$ cat src/rtl/apb_pkg.sv
// Shared definitions for the parametrised APB master.
//   apb_state_t : master FSM states
//   DEF_*       : default width / sizing constants used as parameter defaults
//   onehot_sel  : slave index -> one-hot select (MAX_SLV wide, caller truncates)
//   sel_width   : slave-index field width for a given slave count (min 1)
package apb_pkg;

    typedef enum logic [1:0] {
        IDLE   = 2'd0,
        SETUP  = 2'd1,
        ACCESS = 2'd2,
        DERR   = 2'd3
    } apb_state_t;

    localparam int unsigned DEF_CPU_AW      = 16;
    localparam int unsigned DEF_DW          = 16;
    localparam int unsigned DEF_PAW         = 10;
    localparam int unsigned DEF_NUM_SLV     = 4;
    localparam int unsigned DEF_SEL_LSB     = 10;
    localparam int unsigned DEF_TIMEOUT_CYC = 16;

    localparam int unsigned MAX_SLV   = 16;
    localparam int unsigned IDX_W_MAX = 4;

    function automatic logic [MAX_SLV-1:0] onehot_sel(input logic [IDX_W_MAX-1:0] idx);
        logic [MAX_SLV-1:0] v;
        v      = '0;
        v[idx] = 1'b1;
        return v;
    endfunction

    function automatic int unsigned sel_width(input int unsigned n);
        return (n > 1) ? $clog2(n) : 1;
    endfunction

endpackage

$ cat src/rtl/apb_timeout_cnt.sv
// Wait-state counter for the APB master.
//   clk, rst : clock and synchronous active-high reset
//   clr      : clear the count (asserted while the transfer is in SETUP)
//   en       : count one wait cycle
//   tc       : count has reached TIMEOUT_CYC-1; constant 0 when TIMEOUT_CYC == 0
module apb_timeout_cnt
    import apb_pkg::*;
#(
    parameter int unsigned TIMEOUT_CYC = DEF_TIMEOUT_CYC
) (
    input  logic clk,
    input  logic rst,
    input  logic clr,
    input  logic en,
    output logic tc
);

    localparam int unsigned CNT_W = (TIMEOUT_CYC > 1) ? $clog2(TIMEOUT_CYC) : 1;
    localparam logic [CNT_W-1:0] TC_VAL = (TIMEOUT_CYC == 0) ? '0 : CNT_W'(TIMEOUT_CYC - 1);

    logic [CNT_W-1:0] cnt_q, cnt_d;

    always_comb begin
        cnt_d = cnt_q;
        if (clr) begin
            cnt_d = '0;
        end else if (en) begin
            cnt_d = cnt_q + 1'b1;
        end
    end

    always_ff @(posedge clk) begin
        if (rst) begin
            cnt_q <= '0;
        end else begin
            cnt_q <= cnt_d;
        end
    end

    // The master leaves ACCESS on terminal count, so the counter never needs
    // to saturate; with the timeout disabled it may wrap harmlessly.
    assign tc = (TIMEOUT_CYC != 0) && (cnt_q == TC_VAL);

endmodule

$ cat src/rtl/apb_master_param.sv
// APB master bridging a stalling CPU LOAD/STORE port onto an APB bus.
//   clock, reset          : system clock, synchronous active-high reset
//   req_valid/write/addr/wdata : CPU request, held until block_pc falls
//   block_pc              : CPU stall
//   rsp_valid/rdata/err   : one-cycle completion with read data and error flag
//   err_addr              : sticky address of the last errored request
//   pclk, preset          : copies of clock / reset for the APB side
//   paddr/psel/penable/pwrite/pwdata : APB request outputs
//   prdata/pready/pslverr : muxed APB slave response
module apb_master_param
    import apb_pkg::*;
#(
    parameter int unsigned    CPU_AW      = DEF_CPU_AW,
    parameter int unsigned    DW          = DEF_DW,
    parameter int unsigned    PAW         = DEF_PAW,
    parameter int unsigned    NUM_SLV     = DEF_NUM_SLV,
    parameter int unsigned    SEL_LSB     = DEF_SEL_LSB,
    parameter int unsigned    TIMEOUT_CYC = DEF_TIMEOUT_CYC,
    parameter logic [DW-1:0]  ERR_DATA    = DW'(16'hDEAD)
) (
    input  logic                clock,
    input  logic                reset,
    input  logic                req_valid,
    input  logic                req_write,
    input  logic [CPU_AW-1:0]   req_addr,
    input  logic [DW-1:0]       req_wdata,
    output logic                block_pc,
    output logic                rsp_valid,
    output logic [DW-1:0]       rsp_rdata,
    output logic                rsp_err,
    output logic [CPU_AW-1:0]   err_addr,
    output logic                pclk,
    output logic                preset,
    output logic [PAW-1:0]      paddr,
    output logic [NUM_SLV-1:0]  psel,
    output logic                penable,
    output logic                pwrite,
    output logic [DW-1:0]       pwdata,
    input  logic [DW-1:0]       prdata,
    input  logic                pready,
    input  logic                pslverr
);

    localparam int unsigned SEL_W = sel_width(NUM_SLV);

    apb_state_t          state_q, state_d;
    logic [CPU_AW-1:0]   cap_addr_q, cap_addr_d;
    logic [DW-1:0]       cap_wdata_q, cap_wdata_d;
    logic                cap_write_q, cap_write_d;
    logic [SEL_W-1:0]    cap_idx_q, cap_idx_d;
    logic [CPU_AW-1:0]   err_addr_q, err_addr_d;

    logic [SEL_W-1:0]    req_idx;
    logic                to_tc;

    assign pclk     = clock;
    assign preset   = reset;
    assign err_addr = err_addr_q;
    assign req_idx  = req_addr[SEL_LSB +: SEL_W];

    apb_timeout_cnt #(
        .TIMEOUT_CYC (TIMEOUT_CYC)
    ) u_timeout (
        .clk (clock),
        .rst (reset),
        .clr (state_q == SETUP),
        .en  ((state_q == ACCESS) && !pready),
        .tc  (to_tc)
    );

    always_comb begin
        state_d     = state_q;
        cap_addr_d  = cap_addr_q;
        cap_wdata_d = cap_wdata_q;
        cap_write_d = cap_write_q;
        cap_idx_d   = cap_idx_q;
        err_addr_d  = err_addr_q;

        block_pc  = 1'b0;
        rsp_valid = 1'b0;
        rsp_err   = 1'b0;
        rsp_rdata = '0;
        psel      = '0;
        penable   = 1'b0;
        pwrite    = 1'b0;
        paddr     = '0;
        pwdata    = '0;

        // APB request outputs come straight from the capture registers so they
        // cannot follow req_* once the transfer has started.
        if ((state_q == SETUP) || (state_q == ACCESS)) begin
            psel    = NUM_SLV'(onehot_sel(IDX_W_MAX'(cap_idx_q)));
            penable = (state_q == ACCESS);
            pwrite  = cap_write_q;
            paddr   = cap_addr_q[PAW-1:0];
            pwdata  = cap_write_q ? cap_wdata_q : '0;
        end

        unique case (state_q)
            IDLE: begin
                block_pc = req_valid;
                if (req_valid) begin
                    cap_addr_d  = req_addr;
                    cap_wdata_d = req_wdata;
                    cap_write_d = req_write;
                    cap_idx_d   = req_idx;
                    state_d     = (32'(req_idx) < NUM_SLV) ? SETUP : DERR;
                end
            end
            SETUP: begin
                block_pc = 1'b1;
                state_d  = ACCESS;
            end
            ACCESS: begin
                // pready wins over a coincident timeout.
                if (pready || to_tc) begin
                    rsp_valid = 1'b1;
                    rsp_err   = pready ? pslverr : 1'b1;
                    rsp_rdata = cap_write_q ? '0 : (rsp_err ? ERR_DATA : prdata);
                    if (rsp_err) begin
                        err_addr_d = cap_addr_q;
                    end
                    state_d = IDLE;
                end else begin
                    block_pc = 1'b1;
                end
            end
            DERR: begin
                rsp_valid  = 1'b1;
                rsp_err    = 1'b1;
                rsp_rdata  = cap_write_q ? '0 : ERR_DATA;
                err_addr_d = cap_addr_q;
                state_d    = IDLE;
            end
            default: begin
                state_d = IDLE;
            end
        endcase
    end

    always_ff @(posedge clock) begin
        if (reset) begin
            state_q     <= IDLE;
            cap_addr_q  <= '0;
            cap_wdata_q <= '0;
            cap_write_q <= 1'b0;
            cap_idx_q   <= '0;
            err_addr_q  <= '0;
        end else begin
            state_q     <= state_d;
            cap_addr_q  <= cap_addr_d;
            cap_wdata_q <= cap_wdata_d;
            cap_write_q <= cap_write_d;
            cap_idx_q   <= cap_idx_d;
            err_addr_q  <= err_addr_d;
        end
    end

endmodule

$ cat config.mk
export PLATFORM = sky130hd
export DESIGN_NAME = apb_master_param
export DESIGN_NICKNAME = d
export VERILOG_FILES = /design/src/rtl/apb_pkg.sv /design/src/rtl/apb_timeout_cnt.sv /design/src/rtl/apb_master_param.sv
export SDC_FILE = /design/constraint.sdc
export NUM_CORES = 1
export LEC_CHECK = 0
export CAP_MARGIN = 15
export CORE_UTILIZATION = 48
export DETAILED_ROUTE_END_ITERATION = 16
export DONT_BUFFER_PORTS = 1
export GPL_TIMING_DRIVEN = 1
export MAX_ROUTING_LAYER = met4
export PLACE_DENSITY_LB_ADDON = 0.1
export SYNTH_ARGS = -nofsm -noshare
export SYNTH_HDL_FRONTEND = slang
export SYNTH_HIERARCHICAL = 1
export SYNTH_SLANG_ARGS = --single-unit
$ cat constraint.sdc
create_clock -name clock -period 3.95 [get_ports clock]
set_input_delay 0.5925 -clock clock [delete_from_list [all_inputs] [get_ports clock]]
set_output_delay 0.5925 -clock clock [all_outputs]
set_load 0.02 [all_outputs]
==> results.md <==
- Status: finished clean
- Setup crit start: state_q[0]$_SDFFE_PP0P_
- Final hold slack: 345 ps
- Ys Warns: 6
- Crit path capture: rsp_rdata[12]
- Slowest stage delay, CP: 540 ps
- Die extent in y: 77.8 um
- First-pass GRT wire length: 9740 um
- Netlist cell types: 34
- Setup bufs post-CTS: 0
- Worst R2R Setup Slack: 1730 ps
- CTS clk-pin slew, worst paths: ~90 ps
- P per Cell Area: 597 nW/um2
- Htree depth: 2
- Lkg Pwr: 0.00110 uW
- Clk buf depth: 2
- Sequential share of the synthesized area: about two fifths
- Routed vias: 2239
- Cell count along the critical path: 5
- Die Area: 6060 um2
- Vias/cell: 5.71
- Rel. slew slack: 55.7%
- Post-CTS Resized: 0
- HPWL after DPL: 4320 um
- Slowest CP cell: o21ai_0
- Placed Instance Area: 2680 um2
- #FFs+latches synth: 55
- Total CTS buffers: 5
- Hold/Removal Path Class: input pin to flop
- Clk_skew: 14.9 ps
- CTS tree: yes
- Worst path arrival time: 2580 ps
- Final Cycle Share: about 80%
- Filler cell count in the final layout: 560
- RR Startpoint: state_q[0]$_SDFFE_PP0P_
- Area Overhead vs Synth: 2.27%
- Setup TNS Final: 0 ps
- Remaining DRCs: 0
- Mapped Area: 2760 um2
- DP Worst Slack: 1110 ps
- Crit Path Max Fanout: 36
- Wirelength, routed: about 6400 um
- GRT Total Usage: 21.3%
- Final instance area: ~2800 um2
- Hold Vio Cnt, Final: 0
- Sink Count: 55
- Number of buffers added on ports: 0
- RSZ-0062 raised after global routing: no
- Final setup vio count: 0
- Vias in the first global route: ~2000
- Max cap viols: 0
- Pin count of the biggest net entering global routing: 58
- Slew Limit Fails: 0
- Cell family with the largest share of critical-path delay: compound AO/OA/AOI/OAI gates
- Fmax: 315 MHz
- Worst path bufs/invs: 2
- Clk_lat worst skew: between 300 and 400 ps
- CP cell instances: inv_1 > ha_1 > inv_2 > or3_4 > o21ai_0
- Reg2reg path depth: 6
- Starting Density: about half
- Crit end category: output pin
- Initial antenna violation count: 0
- Synth Instances: 342
- Crit Path Class: flop to output pin
- Worst path required time: 3360 ps
- Hold buffers post-CTS: 0
- VDD IR max: 263 uV
- WL/cell: 16.3 um
- Initial DRC Count: ~120
- Drt pass-1 iters: 4
- Post-Syn Area per Cell: 8.07 um2
- Die X: 77.8 um
- # IOs: 123
- Layout cells sized above 1: 8.13%
- Total number of placement rows: 27
- Nets: 380
- Worst Tran Pin Value: 663 ps
- Syn nets: 403
- RR Endpoint: u_timeout/cnt_q[3]$_SDFFE_PP0P_
- Critical path launch point type: flop
- ANT cells: 0
- Core Footprint: around 5500 um2
- Placer Congestion: 0.781
- Grt total ovfl: 0
- Root Buffer: clkbuf_8
- Minimum clock period: ~3200 ps
- Final ANT Viol Nets: 0
- PnR worst setup slack: 774 ps
[routing by layer]
metal,part of all wire [%],track usage [%],routed length (um),vias to the layer above
met3,7.1,4.82,451,7
met1,47,26.9,2980,1022
met5,0,-,0,-
li1,-,-,-,1118
met2,45,33.0,2870,92
met4,1.3,7.92,85,0
[layout by cell type (no fill, tap or decap), drive strengths merged, types with 2 or more instances in the layout]
cell type | Yosys | final
o211ai | 32 | 32
and3 | 18 | 18
inv | 4 | 5
mux2 | 2 | 2
buf | 15 | 3
nor2 | 17 | 17
mux2i | 4 | 4
nor3 | 3 | 3
or2 | 2 | 2
nand2 | 68 | 68
dfxtp | 55 | 55
o21ai | 11 | 11
a21oi | 51 | 51
nor3b | 3 | 3
clkbuf | 18 | 6
and2 | 17 | 17
nand2b | 7 | 7
ha | 7 | 7
[cell families (layout without fill, tap and decap cells)]
kind of cell / Yosys count / in the layout / synth area share (%)
and+or+nand+nor: 139 / 139 / 24.1
AOI/OAI and AO/OA: 97 / 97 / 22.5
DFF: 55 / 55 / 39.9
buffers and inverters: 37 / 15 / 7.12
adders and majority gates: 7 / 7 / 3.17
muxes: 6 / 6 / 2.86
xor gates and xnor gates: 1 / 1 / 0.318
[synth_stat cells]
master	count	area, um2
dfxtp_1	55	1100
or3_4	1	11.3
mux2i_1	3	30.0
or2_2	2	12.5
a21bo_2	1	10.0
o21bai_1	1	7.51
inv_1	3	11.3
and3_1	18	113
mux2_1	1	11.3
nand2b_1	7	43.8
inv_2	1	3.75
o21ai_0	1	5.00
o211ai_2	9	113
clkbuf_2	2	10.0
nor3b_1	3	22.5
o21ai_1	10	50.1
nand4_1	1	6.26
and2_1	17	106
nor2_1	17	63.8
mux2i_4	1	22.5
a21o_1	1	7.51
ha_1	7	87.6
nand2_1	68	255
mux2_4	1	15.0
nor3_1	3	15.0
nand3b_1	1	7.51
a21oi_1	51	255
buf_2	8	40.0
o211ai_1	23	173
clkbuf_1	16	60.1
and3b_1	1	8.76
buf_4	2	15.0
buf_6	5	56.3
xnor2_1	1	8.76
[worst min-delay path by stage]
stage	from	end	slack (ps)	cells past startpoint
final	reset	cap_addr_q[1]$_SDFFE_PP0P_	340	1
after global routing	reset	err_addr[6]$_SDFFE_PP0P_	320	1
after floorplan	cap_wdata_q[0]$_SDFFE_PP0P_	cap_wdata_q[0]$_SDFFE_PP0P_	430	2
after CTS	reset	err_addr[0]$_SDFFE_PP0P_	330	1
after detailed placement	cap_wdata_q[3]$_SDFFE_PP0P_	cap_wdata_q[3]$_SDFFE_PP0P_	440	2
after global placement	cap_wdata_q[7]$_SDFFE_PP0P_	cap_wdata_q[7]$_SDFFE_PP0P_	430	2
[state kept, by name, summed over array words and instances, names as in the netlist]
| signal | cells |
|---|---|
| state_q | 2 |
| cap_write_q | 1 |
| u_timeout/cnt_q | 4 |
| cap_addr_q | 16 |
| err_addr | 16 |
| cap_wdata_q | 16 |
[report_power, final]
group	leakage, uW	switching (uW)	internal, uW	total (uW)
combinational	0.000597	425	169	594
clock	0.0000558	187	192	379
sequential	0.000449	79.2	632	711
total	0.00110	691	993	1680
[stage by stage]
step	util, %	std cells	total power, uW
after floorplan	-	342	1240
after global placement	48.7	383	1290
after detailed placement	48.7	383	1300
after CTS	50.7	391	1680
after global routing	51.2	392	1800
final	51.2	392	1680
[area by class of cell]
type | count | area (um2) | area share (%)
Inverter | 4 | 15.0 | 0.532
Tap cell | 72 | 90.1 | 3.19
Multi-Input combinational cell | 250 | 1460 | 51.8
Timing Repair Buffer | 3 | 42.5 | 1.51
Clock buffer | 6 | 72.6 | 2.57
Sequential cell | 55 | 1100 | 39.0
Clock inverter | 2 | 38.8 | 1.37
No activity file was read; power rests on OpenSTA's default activity.
